**config.mk**
```make
export PLATFORM = sky130hd
export DESIGN_NAME = alu_arbiter_flat
export DESIGN_NICKNAME = d
export VERILOG_FILES = /design/src/rtl/alu_arbiter_if.sv /design/src/rtl/alu_arbiter.sv /design/src/flat_wrapper.sv
export SDC_FILE = /design/constraint.sdc
export NUM_CORES = 1
export LEC_CHECK = 0
export ABC_AREA = 0
export BUFFER_PORTS_ARGS = -buffer_cell sky130_fd_sc_hd__buf_4
export CORE_UTILIZATION = 38
export CTS_CLUSTER_SIZE = 12
export DETAILED_ROUTE_END_ITERATION = 8
export PLACE_DENSITY = 0.76
export SYNTH_ARGS = -nofsm -noshare
export SYNTH_HDL_FRONTEND = slang
export SYNTH_SLANG_ARGS = --single-unit
export TNS_END_PERCENT = 30
```
**constraint.sdc**
```tcl
create_clock -name clk -period 1.3 [get_ports clk]
set_input_delay 0.325 -clock clk [delete_from_list [all_inputs] [get_ports clk]]
set_output_delay 0.325 -clock clk [all_outputs]
set_load 0.05 [all_outputs]
```
**src/rtl/alu_arbiter_if.sv**
```systemverilog
// Requester-side bus of alu_arbiter: two packed requester channels plus the shared response.
// master = requesters, slave = arbiter.
interface alu_arbiter_if #(
    parameter int DATA_W = 32
);
    logic [1:0]          req_valid;
    logic [1:0]          req_ready;
    logic [2*DATA_W-1:0] req_a;
    logic [2*DATA_W-1:0] req_b;
    logic [7:0]          req_op;
    logic [1:0]          resp_valid;
    logic [1:0]          resp_ready;
    logic [DATA_W-1:0]   resp_result;
    logic                resp_zero;

    modport master (
        output req_valid, req_a, req_b, req_op, resp_ready,
        input  req_ready, resp_valid, resp_result, resp_zero
    );

    modport slave (
        input  req_valid, req_a, req_b, req_op, resp_ready,
        output req_ready, resp_valid, resp_result, resp_zero
    );
endinterface

```
**src/rtl/alu_arbiter.sv**
```systemverilog
// Two-requester arbiter in front of one shared external ALU (IDLE -> EXEC -> RESP).
// Define ALU_ARB_FIXED_PRIO_EN for fixed priority (requester 0 wins); default is round-robin.
module alu_arbiter #(
    parameter int DATA_W = 32
) (
    input  logic              clk,
    input  logic              rst,
    alu_arbiter_if.slave      bus,
    output logic [DATA_W-1:0] alu_a,
    output logic [DATA_W-1:0] alu_b,
    output logic [3:0]        alu_op,
    input  logic [DATA_W-1:0] alu_result,
    input  logic              alu_zero,
    output logic              busy
);

    typedef enum logic [1:0] {
        IDLE = 2'd0,
        EXEC = 2'd1,
        RESP = 2'd2
    } state_t;

    state_t            state_q, state_d;
    logic [DATA_W-1:0] a_q, a_d;
    logic [DATA_W-1:0] b_q, b_d;
    logic [3:0]        op_q, op_d;
    logic              owner_q, owner_d;
    logic [DATA_W-1:0] result_q, result_d;
    logic              zero_q, zero_d;
`ifndef ALU_ARB_FIXED_PRIO_EN
    logic              last_grant_q, last_grant_d;
`endif
    logic              grant;

    // Winner index; only meaningful while at least one req_valid bit is set.
    always_comb begin
        grant = 1'b0;
        if (bus.req_valid == 2'b10) begin
            grant = 1'b1;
        end else if (bus.req_valid == 2'b11) begin
`ifdef ALU_ARB_FIXED_PRIO_EN
            grant = 1'b0;
`else
            grant = ~last_grant_q;
`endif
        end
    end

    always_comb begin
        state_d        = state_q;
        a_d            = a_q;
        b_d            = b_q;
        op_d           = op_q;
        owner_d        = owner_q;
        result_d       = result_q;
        zero_d         = zero_q;
`ifndef ALU_ARB_FIXED_PRIO_EN
        last_grant_d   = last_grant_q;
`endif
        bus.req_ready  = 2'b00;
        bus.resp_valid = 2'b00;

        case (state_q)
            IDLE: begin
                // Ready is only raised on a valid bit, so raising it means acceptance.
                if (|bus.req_valid) begin
                    bus.req_ready = grant ? 2'b10 : 2'b01;
                    a_d     = grant ? bus.req_a[DATA_W +: DATA_W] : bus.req_a[0 +: DATA_W];
                    b_d     = grant ? bus.req_b[DATA_W +: DATA_W] : bus.req_b[0 +: DATA_W];
                    op_d    = grant ? bus.req_op[7:4] : bus.req_op[3:0];
                    owner_d = grant;
`ifndef ALU_ARB_FIXED_PRIO_EN
                    last_grant_d = grant;
`endif
                    state_d = EXEC;
                end
            end
            EXEC: begin
                result_d = alu_result;
                zero_d   = alu_zero;
                state_d  = RESP;
            end
            RESP: begin
                bus.resp_valid = owner_q ? 2'b10 : 2'b01;
                if (bus.resp_ready[owner_q]) begin
                    state_d = IDLE;
                end
            end
            default: begin
                state_d = IDLE;
            end
        endcase
    end

    always_ff @(posedge clk) begin
        if (rst) begin
            state_q      <= IDLE;
            a_q          <= '0;
            b_q          <= '0;
            op_q         <= '0;
            owner_q      <= 1'b0;
            result_q     <= '0;
            zero_q       <= 1'b0;
`ifndef ALU_ARB_FIXED_PRIO_EN
            last_grant_q <= 1'b1;
`endif
        end else begin
            state_q      <= state_d;
            a_q          <= a_d;
            b_q          <= b_d;
            op_q         <= op_d;
            owner_q      <= owner_d;
            result_q     <= result_d;
            zero_q       <= zero_d;
`ifndef ALU_ARB_FIXED_PRIO_EN
            last_grant_q <= last_grant_d;
`endif
        end
    end

    assign alu_a           = a_q;
    assign alu_b           = b_q;
    assign alu_op          = op_q;
    assign bus.resp_result = result_q;
    assign bus.resp_zero   = zero_q;
    assign busy            = (state_q != IDLE);

endmodule

```
**src/flat_wrapper.sv**
```systemverilog
// flat-port wrapper written by rule: the top's interface ports become plain ports
module alu_arbiter_flat 
#(
    parameter int DATA_W = 32
)
  (clk, rst, alu_a, alu_b, alu_op, alu_result, alu_zero, busy, bus_req_valid, bus_req_a, bus_req_b, bus_req_op, bus_resp_ready, bus_req_ready, bus_resp_valid, bus_resp_result, bus_resp_zero);
  alu_arbiter_if #(.DATA_W(DATA_W)) bus_i ();
  input  logic clk;
  input  logic rst;
  output logic [DATA_W-1:0] alu_a;
  output logic [DATA_W-1:0] alu_b;
  output logic [3:0] alu_op;
  input  logic [DATA_W-1:0] alu_result;
  input  logic alu_zero;
  output logic busy;
  input wire logic [$bits(bus_i.req_valid)-1:0] bus_req_valid;
  input wire logic [$bits(bus_i.req_a)-1:0] bus_req_a;
  input wire logic [$bits(bus_i.req_b)-1:0] bus_req_b;
  input wire logic [$bits(bus_i.req_op)-1:0] bus_req_op;
  input wire logic [$bits(bus_i.resp_ready)-1:0] bus_resp_ready;
  output wire logic [$bits(bus_i.req_ready)-1:0] bus_req_ready;
  output wire logic [$bits(bus_i.resp_valid)-1:0] bus_resp_valid;
  output wire logic [$bits(bus_i.resp_result)-1:0] bus_resp_result;
  output wire logic [$bits(bus_i.resp_zero)-1:0] bus_resp_zero;
  assign bus_i.req_valid = bus_req_valid;
  assign bus_i.req_a = bus_req_a;
  assign bus_i.req_b = bus_req_b;
  assign bus_i.req_op = bus_req_op;
  assign bus_i.resp_ready = bus_resp_ready;
  assign bus_req_ready = bus_i.req_ready;
  assign bus_resp_valid = bus_i.resp_valid;
  assign bus_resp_result = bus_i.resp_result;
  assign bus_resp_zero = bus_i.resp_zero;
  alu_arbiter #(.DATA_W(DATA_W)) u_core (.clk(clk), .rst(rst), .bus(bus_i), .alu_a(alu_a), .alu_b(alu_b), .alu_op(alu_op), .alu_result(alu_result), .alu_zero(alu_zero), .busy(busy));
endmodule
```
* Word-level counts from Yosys, hierarchy flattened
Index checks and enable logic that the tools add are counted.
** Storage, ports and cells
- Register bits after elaboration :: 105
- Word-level logic and storage cells :: 36
- Input port bits :: 175
** Cells by class
- Eq/ne operators :: 6
- Reduce and logical (&&, ||, !) cells :: 5
- Bitwise gates (word level) :: 1
- Muxes and demuxes :: 15
- Magnitude comparators :: 1
** Operators with widths (count)
- 32-bit two-way mux :: 2
- 2-bit two-way mux :: 7
- 2-bit == test (second input constant) :: 3
- 2-bit case mux with 3 select lines :: 1
- 1-bit two-way mux :: 4
- 4-bit two-way mux :: 1
- 2-bit by 1-bit inequality test with 1-bit output (second input constant) :: 2
- 2-bit AND reduction :: 2
- 2-bit by 1-bit == test with 1-bit output (second input constant) :: 1
- 2-bit zero test :: 1
- 1-bit by 2-bit less-than comparator with 1-bit output (second input constant) :: 1
- 2-bit nonzero test :: 1
- 2-bit OR reduction :: 1
- 1-bit NOT :: 1

* Longest topological paths before layout
Gate-level depths: netlist (run 1).
- Word-level depth :: 6
- Depth in mapped cells :: 6
- Mapped depth without buffers :: 4

* Worst setup path after synthesis (run 1)
No wires, ideal clock.
- Kind :: register to output
- From :: register u_core.state_q[1]
- To :: output bus_resp_valid[0]
- Cell stages (with the launch flop) :: 2
- Required time :: 0.975 ns
- Data arrival time :: 1.588 ns
- Setup slack :: -0.613 ns
- Path through :: dfxtp_1 > nor3b_1
** On the way
- Longest elaborated chain between the ends :: 2
** Ends and longest elaborated chain
- start, declared :: line alu_arbiter.sv:23 : state_t state_q, state_d;
- start signal, assigned :: line alu_arbiter.sv:108 : state_q <= state_d;
- 2-bit == test :: line alu_arbiter.sv:63 : case (state_q)
- 2-bit two-way mux :: line alu_arbiter.sv:63
- end, declared :: line flat_wrapper.sv:22 : output wire logic [$bits(bus_i.resp_valid)-1:0] bus_resp_valid;
Every way passes these cells.

* Worst setup path after layout (run 1)
- From :: register u_core.state_q[0]
- To :: output bus_resp_valid[1]
Same word-level chain as after synthesis.

==> out/metrics.yaml, run 1 <==
grt:
  wire_length_of_the_first_global_routing_pass_um: 24500
  globalRouteTotalUtil_pct: 26.0
  grt_antenna_before_repair: 0
  grt_overflow: 0
  grt_start_max_net_pins: 39
  via_count_of_the_first_global_routing_pass: 4963
min_path:
  hold_path.class: "in -> reg"
synth:
  yosys.area.top_type: "dfxtp_1"
  postSynth.topFlopCell: "dfxtp_1"
  yosys-top-cells-area: "dfxtp_1 48%, nand3_1 15%, a31oi_1 9.7%"
  synth-seq-area-share_pct: 47.8
  synth-async-reset-ratio_pct: 0
  synth.lib_cells_used.distinct: 24
  syn_inst: 560
  synth_warnings: 0
  cell_area_synth_um2: 4390
  synth_most_common_cell: "nand3_1"
  postSynthRegisterBits: 105
  post_synth_net_total: 735
  post-synth-top-area-fraction_pct: 47.8
  synth_edf_count: 0
  postSynthAreaPerCell_um2: 7.84
  netlist_top_cells_count: "136 x nand3_1, 105 x dfxtp_1, 70 x o21ai_1, 68 x a31oi_1, 67 x nand2_1"
timing:
  max_slew.worst_pin.slew_ps: 333
  final_min_period_over_clock_period_pct: 117
  maxClockFrequency_ghz: 0.655
  finalSetupTns_ps: -4980
  timing.final.ws_setup_ps: -226
  period_minus_slack_ps: 1530
  slew_limit_fails: 0
  grt_setup_unrepaired: "yes"
  report.final.setup_viol: 73
  slew-limit-headroom_pct: 77.8
  final_hold_viol_count: 0
  clock_skew_ps: 10.9
floorplanning:
  coreArea_um2: 11000
  floorplan.initialDensity_pct: 39.8
  chipWidth_um: 110
  boundaryPins: 281
  die_h_um: 110
  floorplan.rows: 38
  floorplan.die_area_um2: 12000
clock_network:
  numCtsBuffers: 9
  clock_sinks: 105
  latest_clock_arrival_within_the_worst_skew_pair_ps: 340
  deepest_clock_path_buffer_count: 2
  postCtsHoldBufs: 0
  clock_root_buffer: "clkbuf_16"
  cts.clk_slew.worst_paths_ps: 80
  h-tree-depth: 3
  cts_tree: "built"
pwr:
  p_int_w: 0.00619
  power_density_over_the_cells_nw_per_um2: 1300
  p_leak_nw: 3.22
  seq_power_share_pct: 37.7
  design_power_total_w: 0.00972
  power_frac_clock_pct: 27.0
  ir_worst_vdd_v: 0.000642
  swShare_pct: 36.3
  combinationalPowerShare_pct: 35.3
  switchingPower_w: 0.00353
placed_design:
  place.gp.congestion: 0.812
  detailedPlace.worstSlack_ps: -77.1
  detailed_place_hpwl_um: 11300
  dpl-instance-area_um2: 6830
  buffer_ports.inserted: 280
  post-place-cells: 946
final_layout:
  final-instance-count-excl-fill: 980
  num-nets-final: 1010
  antenna_cells_inserted: 0
  multi_input_gate_area_um2: 2080
  synth_to_layout_area_growth_pct: 70.5
  regArea_um2: 2110
  n_fill_cell: 908
  layout.cell_area.non_filler_um2: 7490
  drive_gt1_share_pct: 43.5
routing:
  finalWirelength_um: 16900
  final_antenna_violating_net_count: 0
  firstDrtPassIters: 5
  drt-initial-drc-count: 454
  routed-via-count: 5445
  drc_errors: 0
  vias_per_cell: 5.56
  detail_route.wl_per_cell_um: 17.3
critical_path:
  worst_path_largest_cell_delay_ps: 360
  start_kind: "flip-flop"
  critPathMaxFanout: 5
  cp.required_ps: 980
  cp_slowest_cell: "dfxtp_4"
  setup.worst_path.class: "reg -> out"
  cp-end-kind: "output port"
  data_arrival_time_of_the_critical_path_ps: 1200
  cp_cell_sequence: "buf_6 -> and3b_1 -> buf_6"
  timing.critical_path.mode_cell: "buf_6"
outcome:
  outcome: "finished with violations"
  violations: "setup timing"
job:
  timing.max_cap.violations: 0
## power groups by stage
stage	Combinational [W]	Sequential, W	Clock (W)
2_1_floorplan	0.000950	0.00466	0
3_3_place_gp	0.00311	0.00372	0
3_5_place_dp	0.00316	0.00373	0
4_1_cts	0.00332	0.00366	0.00267
5_1_grt	0.00360	0.00369	0.00279
6_report	0.00343	0.00367	0.00263
## worst max-delay path: cells and delay by family, from the launching register on
family / cells / cell delay, ps
buffers and inverters: 2 / 290
DFF: 1 / 360
and+or+nand+nor: 1 / 220
## registers in the layout, summed over array words and instances, names as in the netlist
signal	flops
u_core.alu_op	4
u_core.owner_q	1
u_core.alu_b	32
u_core.alu_a	32
u_core.bus.resp_zero	1
u_core.bus.resp_result	32
u_core.state_q	2
u_core.last_grant_q	1
## layout by cell type, fill, tap and decap left out, types with 3 or more instances in the layout
| cell | netlist | layout |
|---|---|---|
| buf_4 | 3 | 292 |
| nand3_1 | 136 | 128 |
| dfxtp_1 | 105 | 102 |
| o21ai_1 | 70 | 70 |
| a31oi_1 | 68 | 68 |
| nand2_1 | 67 | 66 |
| a21oi_1 | 35 | 35 |
| buf_12 | 0 | 15 |
| clkbuf_16 | 0 | 12 |
| buf_6 | 2 | 10 |
| nand3_2 | 0 | 8 |
| buf_8 | 0 | 4 |
| buf_16 | 0 | 3 |
| dfxtp_4 | 0 | 3 |
## stage by stage
stage | hold WS, ps | utilization (%)
6_report | 225 | 67.9
5_1_grt | 225 | 67.9
4_1_cts | 218 | 66.5
3_5_place_dp | 451 | 61.9
3_3_place_gp | 442 | 61.9
2_1_floorplan | 461 | -
## per-layer routing
layer	track usage (%)	part of all wire, %	routed length [µm]
met5	0	0	0
met4	8.19	2.0	345
met3	6.11	9.6	1630
met2	46.0	50	8440
met1	30.9	39	6520
## kinds of logic (layout without fill, tap and decap cells)
family                 after synthesis  count (layout)  share of synthesized area, %
AO/OA/AOI/OAI                      174             174                          21.9
AND/OR/NAND/NOR                    215             215                          23.1
flip-flops                         105             105                          47.8
buffers and inverters               65             345                          6.89
multiplexers                         1               1                         0.228
## what timing repair did
| action | CTS | global route |
|---|---|---|
| buffers inserted | 9 | 3 |
| cloned | 3 | 4 |
| pin swaps | 6 | 8 |
| setup endpoints to repair | 39 | 73 |
| endpoints found under the hold margin | 0 | 0 |
| gates resized for setup | 23 | 13 |
## worst paths after layout
check	startpoint	endpoint	slack (ps)	depth (start not counted)
worst max-delay path	u_core.state_q[0]$_SDFFE_PP0P_	bus_resp_valid[1]	-230	3
worst min-delay path	alu_result[10]	u_core.bus.resp_result[10]$_SDFFE_PP0N_	230	3
worst max register to register	u_core.state_q[0]$_SDFFE_PP0P_	u_core.alu_a[31]$_SDFFE_PP0P_	-110	6
worst min register to register	u_core.bus.resp_result[15]$_SDFFE_PP0N_	u_core.bus.resp_result[15]$_SDFFE_PP0N_	460	2
## layout make-up
type,instances,area share [%]
clock buffers,9,3.01
clock inverters,7,0.818
inverters,2,0.134
multi-input cells,390,27.8
flip-flops and latches,105,28.2
well taps,140,2.34
repair buffers,327,37.7
Note: power is estimated with default switching activity, not from simulation.
==> run 2: changes to the inputs <==
CORE_AREA = 2 2 110 112   (was not set)
CORE_UTILIZATION = not set   (was 38)
DIE_AREA = 0 0 112 114   (was not set)
GPL_TIMING_DRIVEN = 0   (was not set)
PLACE_DENSITY = 0.73   (was 0.76)
clock period = 1.8 ns   (was 1.3 ns; I/O delays follow)
==> run 2 against run 1 <==
Net effect: the run now ends clean; clock skew decreased by 7.5 ps; sequential share of layout area rose by 1.1 points; global-route usage is 0.51 points higher; critical path depth up 1; setup slack better by 230 ps; critical endpoint is now bus_req_ready[0]; largest cell class unchanged.
==> out/metrics.yaml, run 2 (synthesis results as in run 1) <==
min_path:
  hold_path.class: "in -> reg"
  worstHoldPathCells: 3  # unchanged
routing:
  drc_errors: 0  # unchanged
  detail_route.wl_per_cell_um: 17.3  # about the same
  firstDrtPassIters: 5  # unchanged
  routed-via-count: 5534  # +1.6%
  vias_per_cell: 5.49  # -1.2%
  final_antenna_violating_net_count: 0  # unchanged
  drt-initial-drc-count: 314  # -31%
  finalWirelength_um: 17400  # +2.9%
critical_path:
  cp.required_ps: 1350  # +370 ps
  worst_path_largest_cell_delay_ps: 370  # about the same
  timing.reg2reg.setup_slack_ps: 160  # +270 ps
  setup.worst_path.class: "reg -> out"
  data_arrival_time_of_the_critical_path_ps: 1350  # +150 ps
  cp_slowest_cell: "dfxtp_4"
  cp-end-kind: "output port"
  worst_r2r_path_depth: 5  # -1
  critPathMaxFanout: 7  # +2
  cp_cell_sequence: "nor2_4 -> buf_6 -> and3_4 -> buf_8"
  start_kind: "flip-flop"
floorplanning:
  floorplan.die_area_um2: 12800  # +6.4%
  boundaryPins: 281  # unchanged
  floorplan.initialDensity_pct: 37.5  # -2.3 points
  coreArea_um2: 11700  # +6.2%
  chipWidth_um: 112  # +2.3%
  die_h_um: 114  # +4.1%
  floorplan.rows: 40  # +5.3%
timing:
  report.final.setup_viol: 0  # -100%
  final_min_period_over_clock_period_pct: 99.9
  slew_limit_fails: 0  # unchanged
  final_hold_slack_ps: 345  # +120 ps
  final_hold_viol_count: 0  # unchanged
  timing.final.ws_setup_ps: 2.55  # +228 ps
  grt_setup_unrepaired: "yes"
  period_minus_slack_ps: 1800
  clock_skew_ps: 3.43  # -7.49 ps
  finalSetupTns_ps: 0  # +4980 ps
  maxClockFrequency_ghz: 0.556
  max_slew.worst_pin.slew_ps: 525  # +192 ps
  slew-limit-headroom_pct: 65.0  # -13 points
clock_network:
  cts_tree: "built"
  cts.clk_slew.worst_paths_ps: 70  # about the same
  clock_sinks: 105  # unchanged
  latest_clock_arrival_within_the_worst_skew_pair_ps: 350  # about the same
  clock_root_buffer: "clkbuf_16"
  postCtsHoldBufs: 0  # unchanged
  numCtsBuffers: 9  # unchanged
  h-tree-depth: 3  # unchanged
  deepest_clock_path_buffer_count: 2  # unchanged
final_layout:
  drive_gt1_share_pct: 40.0  # -3.5 points
  most_common_cell_after_layout_fill_and_taps_aside: "buf_4"
  antenna_cells_inserted: 0  # unchanged
  synth_to_layout_area_growth_pct: 63.7
  num-nets-final: 1031  # +2.1%
  final-instance-count-excl-fill: 1008  # +2.9%
  most_frequent_cells_in_the_layout: "285 x buf_4, 136 x nand3_1, 102 x dfxtp_1"
placed_design:
  detailedPlace.worstSlack_ps: -443  # -366 ps
  place.gp.congestion: 0.911  # +12%
  post-place-cells: 986  # +4.2%
  buffer_ports.inserted: 279  # -0.36%
  detailed_place_hpwl_um: 12900  # +15%
grt:
  globalRouteTotalUtil_pct: 26.5  # +0.51 points
  grt_start_max_net_pins: 19  # -51%
  via_count_of_the_first_global_routing_pass: 5364  # +8.1%
  grt_antenna_before_repair: 0  # unchanged
  wire_length_of_the_first_global_routing_pass_um: 27200  # +11%
  grt_overflow: 0  # unchanged
pwr:
  p_leak_nw: 3.10  # -3.6%
  ir_worst_vdd_v: 0.000592  # -7.7%
  power_density_over_the_cells_nw_per_um2: 1010  # -22%
job:
  timing.max_cap.violations: 0  # unchanged
outcome:
  outcome: "complete, no violations"
run 2: layout make-up:
class / instances / area, µm²
repair buffers: 288 / 2190
inverters: 2 / 12.5
clock buffers: 12 / 267
well taps: 147 / 184
clock inverters: 4 / 97.6
multi-input cells: 390 / 2020
plain buffers: 60 / 307
flip-flops and latches: 105 / 2110
fillers: 1040 / 4520
run 2: per-stage QoR:
stage / instance area, µm² / util, % / total power (W)
after floorplan: 4400 / - / 0.00404
after global placement: 6680 / 57.0 / 0.00487
after detailed placement: 6680 / 57.0 / 0.00491
after CTS: 7180 / 61.3 / 0.00732
after global routing: 7190 / 61.4 / 0.00758
final: 7190 / 61.4 / 0.00729
run 2: routing by layer:
metal  GRT usage (%)  part of all wire, %
met1            32.0                   40
met2            45.2                   48
met3            6.85                  8.5
met4            10.6                  2.9
met5               0                    0
run 2: report_power, final:
group	switching, W	total (W)	internal [W]
Sequential	0.000125	0.00266	0.00253
Combinational	0.00146	0.00229	0.000827
Clock	0.000875	0.00235	0.00147
Total	0.00246	0.00729	0.00483
run 2: worst max-delay path, delay by kind of cell (launching register included):
family | cells | cell delay (ps)
flip-flops | 1 | 370
buffers and inverters | 2 | 270
AND/OR/NAND/NOR | 2 | 350
run 2: timing repair:
item / CTS / global route
setup buffers: 8 / 1
endpoints found under the setup margin: 3 / 4
pin swaps: 3 / 2
resized for setup: 22 / 5
run 2: path summary, 6_finish.rpt:
check                                         startpoint                                endpoint
hold reg to reg   u_core.bus.resp_result[7]$_SDFFE_PP0N_  u_core.bus.resp_result[7]$_SDFFE_PP0N_
hold / removal                             alu_result[7]  u_core.bus.resp_result[7]$_SDFFE_PP0N_
setup reg to reg          u_core.state_q[1]$_SDFFE_PP0P_           u_core.alu_a[22]$_SDFFE_PP0P_
setup / recovery          u_core.state_q[1]$_SDFFE_PP0P_                        bus_req_ready[0]
